==> src/rtl/rs232_tx_arbiter_if.sv <==
// Requester/serializer bundle for rs232_tx_arbiter: four byte producers on one side,
// the Rs232_tx load pair plus grant status on the other.
interface rs232_tx_arbiter_if;
    logic [3:0]  req;
    logic [31:0] req_data;
    logic [3:0]  ack;
    logic [7:0]  pi_data;
    logic        pi_flag;
    logic        busy;
    logic [1:0]  grant_id;

    modport master (
        output req,
        output req_data,
        input  ack,
        input  pi_data,
        input  pi_flag,
        input  busy,
        input  grant_id
    );

    modport slave (
        input  req,
        input  req_data,
        output ack,
        output pi_data,
        output pi_flag,
        output busy,
        output grant_id
    );
endinterface

==> src/rtl/rs232_tx_arbiter.sv <==
// Four-way arbiter feeding one Rs232_tx serializer; holds off for a frame plus guard after each grant.
// Define RS232_ARB_FIXED_PRIO_EN for fixed priority (lowest index wins); default is round robin.
module rs232_tx_arbiter #(
    parameter int UART_BPS     = 9600,
    parameter int CLK_FREQ     = 50_000_000,
    parameter int GUARD_CYCLES = 2
) (
    input  logic               clk,
    input  logic               rst,
    rs232_tx_arbiter_if.slave  bus
);
    localparam int BAUD_CNT     = CLK_FREQ / UART_BPS;
    localparam int FRAME_CYCLES = BAUD_CNT * 10;
    localparam int HOLD_CYCLES  = FRAME_CYCLES + GUARD_CYCLES;
    localparam int CNT_W        = $clog2(HOLD_CYCLES);
    localparam logic [CNT_W-1:0] CNT_LAST = CNT_W'(HOLD_CYCLES - 1);

    typedef enum logic {S_IDLE, S_WAIT} state_t;

    state_t           state_reg;
    logic [CNT_W-1:0] cnt_reg;
    logic [7:0]       pi_data_reg;
    logic             pi_flag_reg;
    logic [3:0]       ack_reg;
    logic             busy_reg;
    logic [1:0]       grant_id_reg;

    logic [7:0]       lane [4];
    logic [1:0]       winner;
    logic             any_req;

    generate
        for (genvar gi = 0; gi < 4; gi++) begin : g_lane
            assign lane[gi] = bus.req_data[8*gi +: 8];
        end
    endgenerate

    assign any_req = |bus.req;

`ifdef RS232_ARB_FIXED_PRIO_EN
    always_comb begin
        winner = 2'd0;
        for (int k = 3; k >= 0; k--) begin
            if (bus.req[k]) winner = 2'(k);
        end
    end
`else
    // ptr_reg is where the next search begins: one past the last winner, 0 after reset.
    logic [1:0] ptr_reg;
    logic [1:0] idx;
    logic       found;

    always_comb begin
        winner = ptr_reg;
        found  = 1'b0;
        idx    = 2'd0;
        for (int k = 0; k < 4; k++) begin
            idx = ptr_reg + 2'(k);
            if (!found && bus.req[idx]) begin
                winner = idx;
                found  = 1'b1;
            end
        end
    end

    always_ff @(posedge clk or posedge rst) begin
        if (rst) begin
            ptr_reg <= 2'd0;
        end else if (state_reg == S_IDLE && any_req) begin
            ptr_reg <= winner + 2'd1;
        end
    end
`endif

    always_ff @(posedge clk or posedge rst) begin
        if (rst) begin
            state_reg    <= S_IDLE;
            cnt_reg      <= '0;
            pi_data_reg  <= 8'h00;
            pi_flag_reg  <= 1'b0;
            ack_reg      <= 4'b0000;
            busy_reg     <= 1'b0;
            grant_id_reg <= 2'd0;
        end else begin
            pi_flag_reg <= 1'b0;
            ack_reg     <= 4'b0000;
            case (state_reg)
                S_IDLE: begin
                    if (any_req) begin
                        pi_data_reg  <= lane[winner];
                        pi_flag_reg  <= 1'b1;
                        ack_reg      <= 4'b0001 << winner;
                        grant_id_reg <= winner;
                        busy_reg     <= 1'b1;
                        cnt_reg      <= '0;
                        state_reg    <= S_WAIT;
                    end
                end
                S_WAIT: begin
                    // Requests are deliberately ignored here; the serializer is mid-frame.
                    if (cnt_reg == CNT_LAST) begin
                        busy_reg  <= 1'b0;
                        state_reg <= S_IDLE;
                    end else begin
                        cnt_reg <= cnt_reg + CNT_W'(1);
                    end
                end
                default: state_reg <= S_IDLE;
            endcase
        end
    end

    assign bus.pi_data  = pi_data_reg;
    assign bus.pi_flag  = pi_flag_reg;
    assign bus.ack      = ack_reg;
    assign bus.busy     = busy_reg;
    assign bus.grant_id = grant_id_reg;
endmodule

==> src/flat_wrapper.sv <==
// flat-port wrapper written by rule: the top's interface ports become plain ports
module rs232_tx_arbiter_flat 
#(
    parameter int UART_BPS     = 9600,
    parameter int CLK_FREQ     = 50_000_000,
    parameter int GUARD_CYCLES = 2
)
  (clk, rst, bus_req, bus_req_data, bus_ack, bus_pi_data, bus_pi_flag, bus_busy, bus_grant_id);
  rs232_tx_arbiter_if bus_i ();
  input  logic clk;
  input  logic rst;
  input wire logic [$bits(bus_i.req)-1:0] bus_req;
  input wire logic [$bits(bus_i.req_data)-1:0] bus_req_data;
  output wire logic [$bits(bus_i.ack)-1:0] bus_ack;
  output wire logic [$bits(bus_i.pi_data)-1:0] bus_pi_data;
  output wire logic [$bits(bus_i.pi_flag)-1:0] bus_pi_flag;
  output wire logic [$bits(bus_i.busy)-1:0] bus_busy;
  output wire logic [$bits(bus_i.grant_id)-1:0] bus_grant_id;
  assign bus_i.req = bus_req;
  assign bus_i.req_data = bus_req_data;
  assign bus_ack = bus_i.ack;
  assign bus_pi_data = bus_i.pi_data;
  assign bus_pi_flag = bus_i.pi_flag;
  assign bus_busy = bus_i.busy;
  assign bus_grant_id = bus_i.grant_id;
  rs232_tx_arbiter #(.UART_BPS(UART_BPS), .CLK_FREQ(CLK_FREQ), .GUARD_CYCLES(GUARD_CYCLES)) u_core (.clk(clk), .rst(rst), .bus(bus_i));
endmodule
==> config.mk <==
export PLATFORM = sky130hd
export DESIGN_NAME = rs232_tx_arbiter_flat
export DESIGN_NICKNAME = d
export VERILOG_FILES = /design/src/rtl/rs232_tx_arbiter_if.sv /design/src/rtl/rs232_tx_arbiter.sv /design/src/flat_wrapper.sv
export SDC_FILE = /design/constraint.sdc
export NUM_CORES = 1
export LEC_CHECK = 0
export ABC_AREA = 1
export CAP_MARGIN = 25
export CORE_MARGIN = 2
export CORE_UTILIZATION = 51
export DETAILED_ROUTE_END_ITERATION = 8
export PLACE_DENSITY_LB_ADDON = 0.1
export SYNTH_ARGS = -nofsm -noshare
export SYNTH_HDL_FRONTEND = slang
export SYNTH_SLANG_ARGS = --single-unit
==> constraint.sdc <==
create_clock -name clk -period 2.6 [get_ports clk]
set_clock_uncertainty 0.1 [all_clocks]
set_input_delay 0.39 -clock clk [delete_from_list [all_inputs] [get_ports clk]]
set_output_delay 0.39 -clock clk [all_outputs]
set_load 0.005 [all_outputs]
==> results of run 1 <==
==> report_power, final <==
group | internal, uW | switching [uW]
clock | 186 | 204
sequential | 559 | 12.9
combinational | 139 | 170
==> cell usage after synthesis, types with 2 or more instances <==
| cell | number |
|---|---|
| inv_2 | 2 |
| nand2_2 | 14 |
| nor3b_1 | 2 |
| inv_1 | 27 |
| buf_6 | 6 |
| nand3_1 | 44 |
| nor3_1 | 7 |
| nand2_1 | 123 |
| nand2_4 | 7 |
| dfrtp_1 | 35 |
| inv_4 | 3 |
| xor2_1 | 2 |
| o21ai_0 | 16 |
| ha_1 | 2 |
| o22ai_1 | 4 |
| nor2_1 | 12 |
| nand3_2 | 11 |
| nand2_8 | 3 |
| a21oi_1 | 3 |
| clkbuf_1 | 2 |
| nand4_1 | 2 |
| nor4_1 | 2 |
| o21a_1 | 3 |
==> area by class of cell <==
class	count	area share
Clock buffer	5	0.0223
Clock inverter	3	0.00648
Inverter	33	0.0425
Multi-Input combinational cell	261	0.442
Sequential cell	35	0.284
Tap cell	54	0.0219
Timing Repair Buffer	57	0.181
==> cells in the final DEF, fill, tap and decap left out, drive strengths merged, types with 3 or more instances in the layout <==
cell type,n
nor2,14
o21ai,16
clkdlybuf4s50,53
o22ai,4
a21oi,3
clkbuf,5
nand2,147
buf,4
inv,32
nand3,55
nor3,7
o21a,3
dfrtp,35
==> critical path: cells and delay by family (launching register included) <==
kind / cells / cell delay (ns)
compound gates: 2 / 0.27
simple gates: 4 / 1.29
flops: 1 / 0.42
==> kinds of logic after synthesis <==
logic type               Yosys count  synth area share
AO/OA/AOI/OAI                     28            0.0636
flip-flops                        35             0.353
adder cells (fa/ha/maj)            2            0.0101
buffers and inverters             44            0.0964
AND/OR/NAND/NOR                  229             0.470
XOR/XNOR                           2           0.00706
==> metal layers <==
metal  vias to the layer above  global-route usage  wire (um)
met4                         0              0.0606         57
met3                         7              0.0412        226
met2                        56               0.357       2540
met1                      1100               0.296       2680
met5                         -                   0          0
li1                       1198                   -          -
==> metrics by stage <==
stage	hold slack, ns	power (uW)
2_1_floorplan	0.364	795
3_3_place_gp	0.368	890
3_5_place_dp	0.370	893
4_1_cts	0.391	1280
5_1_grt	0.426	1340
6_report	0.394	1270
==> path summary, 6_finish.rpt <==
kind                                        from                     to  depth (start not counted)
max in group asynchronous                    rst      u_core.cnt_reg[2]                          3
max                           u_core.cnt_reg[13]      u_core.cnt_reg[9]                          6
min in group asynchronous                    rst      u_core.cnt_reg[8]                          3
max reg2reg                   u_core.cnt_reg[13]      u_core.cnt_reg[9]                          6
min reg2reg                u_core.bus.pi_data[0]  u_core.bus.pi_data[0]                          2
min                        u_core.bus.pi_data[0]  u_core.bus.pi_data[0]                          2
==> flow_summary.yaml, run 1 <==
route:
  via_per_inst: 5.27
  vias: 2361
  drt_iter0_drc: 121
  route.detailed.drc: 0
  dr.pass1.iters: 4
  wl_per_cell_um: 12.3
  ant_nets: 0
  totalWireLength_um: 5510
placement:
  numPortBuffers: 53
  placed_cell_area_sq_mm: 0.00300
  dp.cells: 440
  hpwl_um: 4120
  place_ws_ns: 0.218
  gp_congestion: 0.830
sta:
  finalSetupViolations: 0
  finalCritPeriodShare: 0.828
  hold_viol: 0
  fmax_mhz: 464
  setup_tns_ns: 0
  rsz0062_at_grt: "no"
  slew_violations: 0
  finalCriticalPeriod_ns: 2.15
  max-slew-margin-rel: 0.679
  worst_slack_ns: 0.447
  tightestPinTransition_ns: 0.477
layout:
  multiInputGateArea_sq_mm: 0.00137
  diodes: 0
  fill_cells: 425
  drive_gt1_frac: 0.137
  seq_area_sq_um: 876
  utilization: 0.658
  final_cells: 448
  nets: 433
  fin_area_sq_mm: 0.00309
  largest_reg_flops: 16
  areaGrowthSynthToFinish_pct: 24.6
floorplanning:
  die_area_sq_mm: 0.00544
  core_sq_mm: 0.00469
  rows: 25
  ios: 54
  initial_core_util: 0.529
  die-width_um: 73.7
  die_h_um: 73.7
synth:
  ys.flop_type: "dfrtp_1"
  yosysSeqAreaShare: 0.353
  synth_edf_count: 0
  syn_avg_cell_area_sq_um: 7.29
  async_reset_ff_frac: 1.00
  synth.distinct_cells: 31
  syn_inst: 340
  synth_nets: 380
  synth_top_area_share: 0.353
  ys_warn_count: 0
  ys_ff_latch: 35
  syn_area_sq_mm: 0.00248
  yosysTopAreaCell: "dfrtp_1"
  synth.area.top_cells: "dfrtp_1 (35%), nand2_1 (19%), nand3_1 (8.9%), nand3_2 (4.4%), inv_1 (4.1%)"
critical_path:
  cp-end-kind: "register"
  slowest_delay_ns: 0.43
  crit_arrival_ns: 2.28
  worst-r2r-setup-slack_ns: 0.45
  crit_chain: "nor4_1 > nand3_1 > nand2_1 > nand2_2 > o21ai_0 > o21a_1"
  critPathLaunchType: "register"
  worst-endpoint-required_ns: 2.73
  cp_max_fo: 14
  crit_slowest_cell: "nor4_1"
  crit_type: "reg -> reg"
outcome:
  outcome: "completed"
clock_tree:
  postCtsHoldBufs: 0
  cts_tree: "yes"
  cts-root-buf: "clkbuf_8"
  htree_levels: 2
  clock-sinks: 35
  cts_buffers: 5
  cts_setup_buffers: 0
  clock_latency_ns: 0.29
  cts_buffer_depth: 2
  cts_resized: 0
  clkTransAtPathRegs_ns: 0.07
pwr:
  p_per_area_mw_per_mm2: 412
  ir_worst_vdd_mv: 0.366
  leakagePower_uw: 0.00157
global_routing:
  grt_pass1_vias: 2158
  grt_max_degree: 36
  antenna_found_initial: 0
  grt_pass1_wl_um: 9380
  grt_usage: 0.219
  grt-ovfl-total: 0
job:
  max_cap_violations: 0
worst_hold_path:
  hold_path_class: "reg -> reg"
No activity file was read; power rests on OpenSTA's default activity.
==> run 2, diff against run 1 <==
- clock period: 2.6 -> 2 ns (I/O delays scaled with it)
==> flow_summary.yaml, run 2 (same netlist as run 1, synthesis figures left out) <==
outcome:
  outcome: "completed"
critical_path:
  cp_max_fo: 8
  crit_buf_inv: 2
  slowest_delay_ns: 0.45
  timing.rr.start: "u_core.ptr_reg[0]"
  worst-path-stages: 14
  r2r_end: "u_core.bus.pi_data[3]"
  reg2regPathDepth: 14
  critPathLaunchType: "register"
  crit_arrival_ns: 2.06
  crit_type: "reg -> reg"
  worst-endpoint-required_ns: 2.07
  crit_chain: "clkinv_2 > nand2_1 > nand3_2 > nand2_4 > buf_4 > nand3_2 > nand2_4 > nand2_8 > nand3_1 > nand2_1 > nand2_1 > nand2_1 > nand2_1 > nand2_1"
  worst-r2r-setup-slack_ns: 0.01
  crit_top_cell: "nand2_1"
  cp-end-kind: "register"
  setup.worst_path.end: "u_core.bus.pi_data[3]"
  crit_slowest_cell: "dfrtp_2"
  crit_start: "u_core.ptr_reg[0]"
  critPathTopFamily: "simple AND/OR/NAND/NOR gates"
clock_tree:
  clkTransAtPathRegs_ns: 0.08
  cts-root-buf: "clkbuf_8"
  htree_levels: 2
  clock_latency_ns: 0.29
  clock-sinks: 35
  postCtsHoldBufs: 0
  cts_buffers: 5
  cts_buffer_depth: 2
  cts_tree: "yes"
floorplanning:
  die_area_sq_mm: 0.00544
  die_h_um: 73.7
  initial_core_util: 0.529
  die-width_um: 73.7
  core_sq_mm: 0.00469
  rows: 25
  ios: 54
sta:
  worst_slack_ns: 0.00990
  slew_violations: 0
  fmax_mhz: 502
  tightestPinTransition_ns: 0.424
  finalCriticalPeriod_ns: 1.99
  finalCritPeriodShare: 0.995
  hold_viol: 0
  finalSetupViolations: 0
  hold_slack_ns: 0.303
  max-slew-margin-rel: 0.717
  rsz0062_at_grt: "yes"
pwr:
  ir_worst_vdd_mv: 0.443
  seqPwrFrac: 0.420
  p_per_area_mw_per_mm2: 496
  comb_power_share: 0.291
  intPower_uw: 1200
  switching_power_uw: 570
  clkPwrFrac: 0.289
  switching_share: 0.322
  p_total_uw: 1770
  leakagePower_uw: 0.00177
layout:
  drive_gt1_frac: 0.256
  utilization: 0.760
  layout_common_cells: "nand2_1 (116), clkdlybuf4s50_1 (51), nand3_1 (34)"
  diodes: 0
  largest_reg_flops: 16
  nets: 465
  layout.cells.most_common: "nand2_1"
  final_cells: 480
  areaGrowthSynthToFinish_pct: 43.7
global_routing:
  grt-ovfl-total: 0
  grt_usage: 0.224
  antenna_found_initial: 0
  grt_max_degree: 36
  grt_pass1_wl_um: 9580
  grt_pass1_vias: 2239
placement:
  numPortBuffers: 53
  gp_congestion: 0.828
  hpwl_um: 4310
  dp.cells: 458
  place_ws_ns: -0.280
route:
  totalWireLength_um: 6680
  vias: 2604
  dr.pass1.iters: 4
  route.detailed.drc: 0
  wl_per_cell_um: 13.9
  via_per_inst: 5.43
  drt_iter0_drc: 130
  ant_nets: 0
worst_hold_path:
  hold_path_class: "in -> async"
job:
  max_cap_violations: 0
run 2: cell count changes in the layout (fill, tap and decap cells not counted), sizes merged:
cell	previous run	this run
clkdlybuf4s50	53	51
clkinv	2	4
nand2	147	153
dlymetal6s2s	0	2
buf	4	29
inv	32	31
run 2: through the flow:
stage	cell area (sq um)	setup TNS, ns
after floorplan	2480	0
after global placement	3140	-3.93
after detailed placement	3140	-4.45
after CTS	3230	0
after global routing	3560	-0.745
final	3560	0
run 2: repair_timing:
item	CTS	global route
gates cloned	0	7
setup buffers	0	7
pin swaps	0	22
gates resized for setup	1	44
endpoints found under the setup margin	11	29
run 2: how the worst min path moves through the flow:
stage	from	endpoint	slack (ns)	cells past startpoint
finish	rst	u_core.bus.pi_data[6]	0.30	3
floorplan	rst	u_core.bus.ack[0]	0.35	1
detailed placement	u_core.bus.pi_data[0]	u_core.bus.pi_data[0]	0.37	2
global route	rst	u_core.bus.pi_data[5]	0.37	3
CTS	rst	u_core.cnt_reg[8]	0.32	3
global placement	u_core.bus.pi_data[0]	u_core.bus.pi_data[0]	0.37	2
run 2: cell type report:
cell class | instances | area (sq um)
Fill cell | 351 | 1130
Timing Repair Buffer | 82 | 777
Multi-Input combinational cell | 267 | 1610
Inverter | 33 | 136
Clock inverter | 3 | 20.0
Tap cell | 54 | 67.6
Clock buffer | 5 | 68.8
Timing Repair inverter | 1 | 5.00
Sequential cell | 35 | 878
run 2: power by group through the flow:
| stage | clock (uW) | combinational, uW | sequential (uW) |
|---|---|---|---|
| floorplan | 0 | 282 | 752 |
| global placement | 0 | 418 | 755 |
| detailed placement | 0 | 423 | 755 |
| CTS | 510 | 426 | 742 |
| global route | 544 | 563 | 745 |
| finish | 512 | 514 | 743 |
run 2: routing by layer:
metal,part of all wire,track usage,vias to the layer above
met2,0.49,0.371,88
met5,0,0,-
met3,0.063,0.0466,10
met4,0.0090,0.0444,0
met1,0.44,0.304,1228
li1,-,-,1278
run 2: worst min-delay path: stages:
cell             delay [ns]
clkdlybuf4s50_1        0.39
inv_1                  0.05
buf_4                  0.37
==> run 3, diff against run 2 <==
- CORE_UTILIZATION: 51 -> 30
==> flow_summary.yaml, run 3 (same netlist as run 1, synthesis figures left out) <==
outcome:
  outcome: "completed"
route:
  wl_per_cell_um: 13.4
  dr.pass1.iters: 4
  drt_iter0_drc: 62
  vias: 2500
  route.detailed.drc: 0
  totalWireLength_um: 7100
  via_per_inst: 4.71
  ant_nets: 0
placement:
  placed_cell_area_sq_mm: 0.00321
  gp_congestion: 0.826
  hpwl_um: 4700
  place_ws_ns: -0.246
  numPortBuffers: 53
global_routing:
  grt_pass1_wl_um: 11100
  grt-ovfl-total: 0
  grt_max_degree: 36
  antenna_found_initial: 0
  grt_usage: 0.156
  grt_pass1_vias: 2410
layout:
  layout_common_cells: "nand2_1 (95), clkdlybuf4s50_1 (49), dfrtp_1 (32)"
  multiInputGateArea_sq_mm: 0.00178
  nets: 466
  fin_area_sq_mm: 0.00384
  areaGrowthSynthToFinish_pct: 54.9
  fill_cells: 828
  drive_gt1_frac: 0.319
  largest_reg_flops: 16
  diodes: 0
  seq_area_sq_um: 880
  layout.cells.most_common: "nand2_1"
critical_path:
  critPathTopFamily: "simple AND/OR/NAND/NOR gates"
  crit_slowest_cell: "dfrtp_2"
  crit_type: "reg -> reg"
  worst-endpoint-required_ns: 2.07
  critPathLaunchType: "register"
  crit_arrival_ns: 2.04
  crit_buf_inv: 3
  cp-end-kind: "register"
  timing.rr.start: "u_core.ptr_reg[0]"
  reg2regPathDepth: 16
  worst-path-stages: 16
  crit_chain: "inv_4 > buf_6 > nand2_4 > nand2_4 > nand2_4 > nand2_4 > nand2_4 > nor2_8 > buf_12 > nand2_8 > nand3_1 > nand2_1 > nand2_1 > nand2_1 > nand2_1 > nand2_1"
  worst-r2r-setup-slack_ns: 0.03
  slowest_delay_ns: 0.45
  cp_max_fo: 9
  r2r_end: "u_core.bus.pi_data[3]"
sta:
  worst_slack_ns: 0.0264
  max-slew-margin-rel: 0.693
  finalSetupViolations: 0
  fmax_mhz: 507
  hold_viol: 0
  slew_violations: 0
  finalCriticalPeriod_ns: 1.97
  tightestPinTransition_ns: 0.460
  rsz0062_at_grt: "yes"
  hold_slack_ns: 0.320
  finalCritPeriodShare: 0.987
pwr:
  leakagePower_uw: 0.00186
  p_total_uw: 1820
  p_per_area_mw_per_mm2: 473
  ir_worst_vdd_mv: 0.215
clock_tree:
  clkTransAtPathRegs_ns: 0.07
  htree_levels: 2
  cts_tree: "yes"
  cts_buffers: 5
  clock_latency_ns: 0.28
  cts_buffer_depth: 2
  cts-root-buf: "clkbuf_8"
  clock-sinks: 35
floorplanning:
  core_sq_mm: 0.00813
  ios: 54
  die_h_um: 94.9
  initial_core_util: 0.305
  die_area_sq_mm: 0.00901
  rows: 33
  die-width_um: 94.9
worst_hold_path:
  hold_path_class: "in -> async"
job:
  max_cap_violations: 0
==> run 3: cell types whose count changed in the layout (fill, tap and decap cells not counted), sizes merged <==
cell / delta
buf: +3
clkdlybuf4s50: -2
clkinv: -2
clkinvlp: -2
dlymetal6s2s: +2
clkbuf: +1
inv: +1
nand2: -1
==> run 3: power breakdown <==
part / leakage, uW / internal, uW / total (uW) / switching (uW)
Sequential: 0.000384 / 727 / 742 / 15.2
Combinational: 0.00143 / 253 / 563 / 310
Clock: 0.0000470 / 270 / 512 / 242
Total: 0.00186 / 1250 / 1820 / 567
==> run 3: tightest hold or removal path, delay by kind of cell <==
family / cells / cell delay [ns]
buffers and inverters: 3 / 0.84
==> run 3: layer usage <==
layer,track usage,vias to the layer above,wire [um]
li1,-,1281,-
met4,0.0326,0,51
met2,0.243,58,3230
met3,0.0319,4,359
met1,0.223,1157,3470
met5,0,-,0
==> run 3: cell type report <==
type,count,share of cell area
Timing Repair Buffer,85,0.217
Tap cell,105,0.0342
Inverter,33,0.0355
Sequential cell,35,0.229
Clock inverter,1,0.00130
Clock buffer,6,0.0215
Multi-Input combinational cell,266,0.462
==> run 3: worst max-delay path by stage <==
stage                            endpoint  slack [ns]               from
floorplan           u_core.bus.pi_data[7]        0.20  u_core.ptr_reg[0]
global placement    u_core.bus.pi_data[3]       -0.23         bus_req[0]
detailed placement  u_core.bus.pi_data[3]       -0.25         bus_req[0]
finish              u_core.bus.pi_data[3]        0.03  u_core.ptr_reg[0]
global route        u_core.bus.pi_data[1]       -0.09  u_core.ptr_reg[0]
CTS                 u_core.bus.pi_data[3]        0.03  u_core.ptr_reg[0]
==> run 3: per-stage QoR <==
stage | utilization | TNS, ns | instances
final | 0.472 | 0 | 531
after floorplan | - | 0 | 340
after CTS | 0.422 | 0 | 523
after global routing | 0.472 | -0.768 | 531
after detailed placement | 0.395 | -5.00 | 509
after global placement | 0.395 | -4.06 | 509
==> run 3: repair_timing <==
item,in CTS,in global routing
resized for setup,14,82
setup buffers,5,5
hold buffers,0,0
endpoints found under the setup margin,1,33
endpoints found under the hold margin,0,0
cloned,2,3
pin swaps,5,18
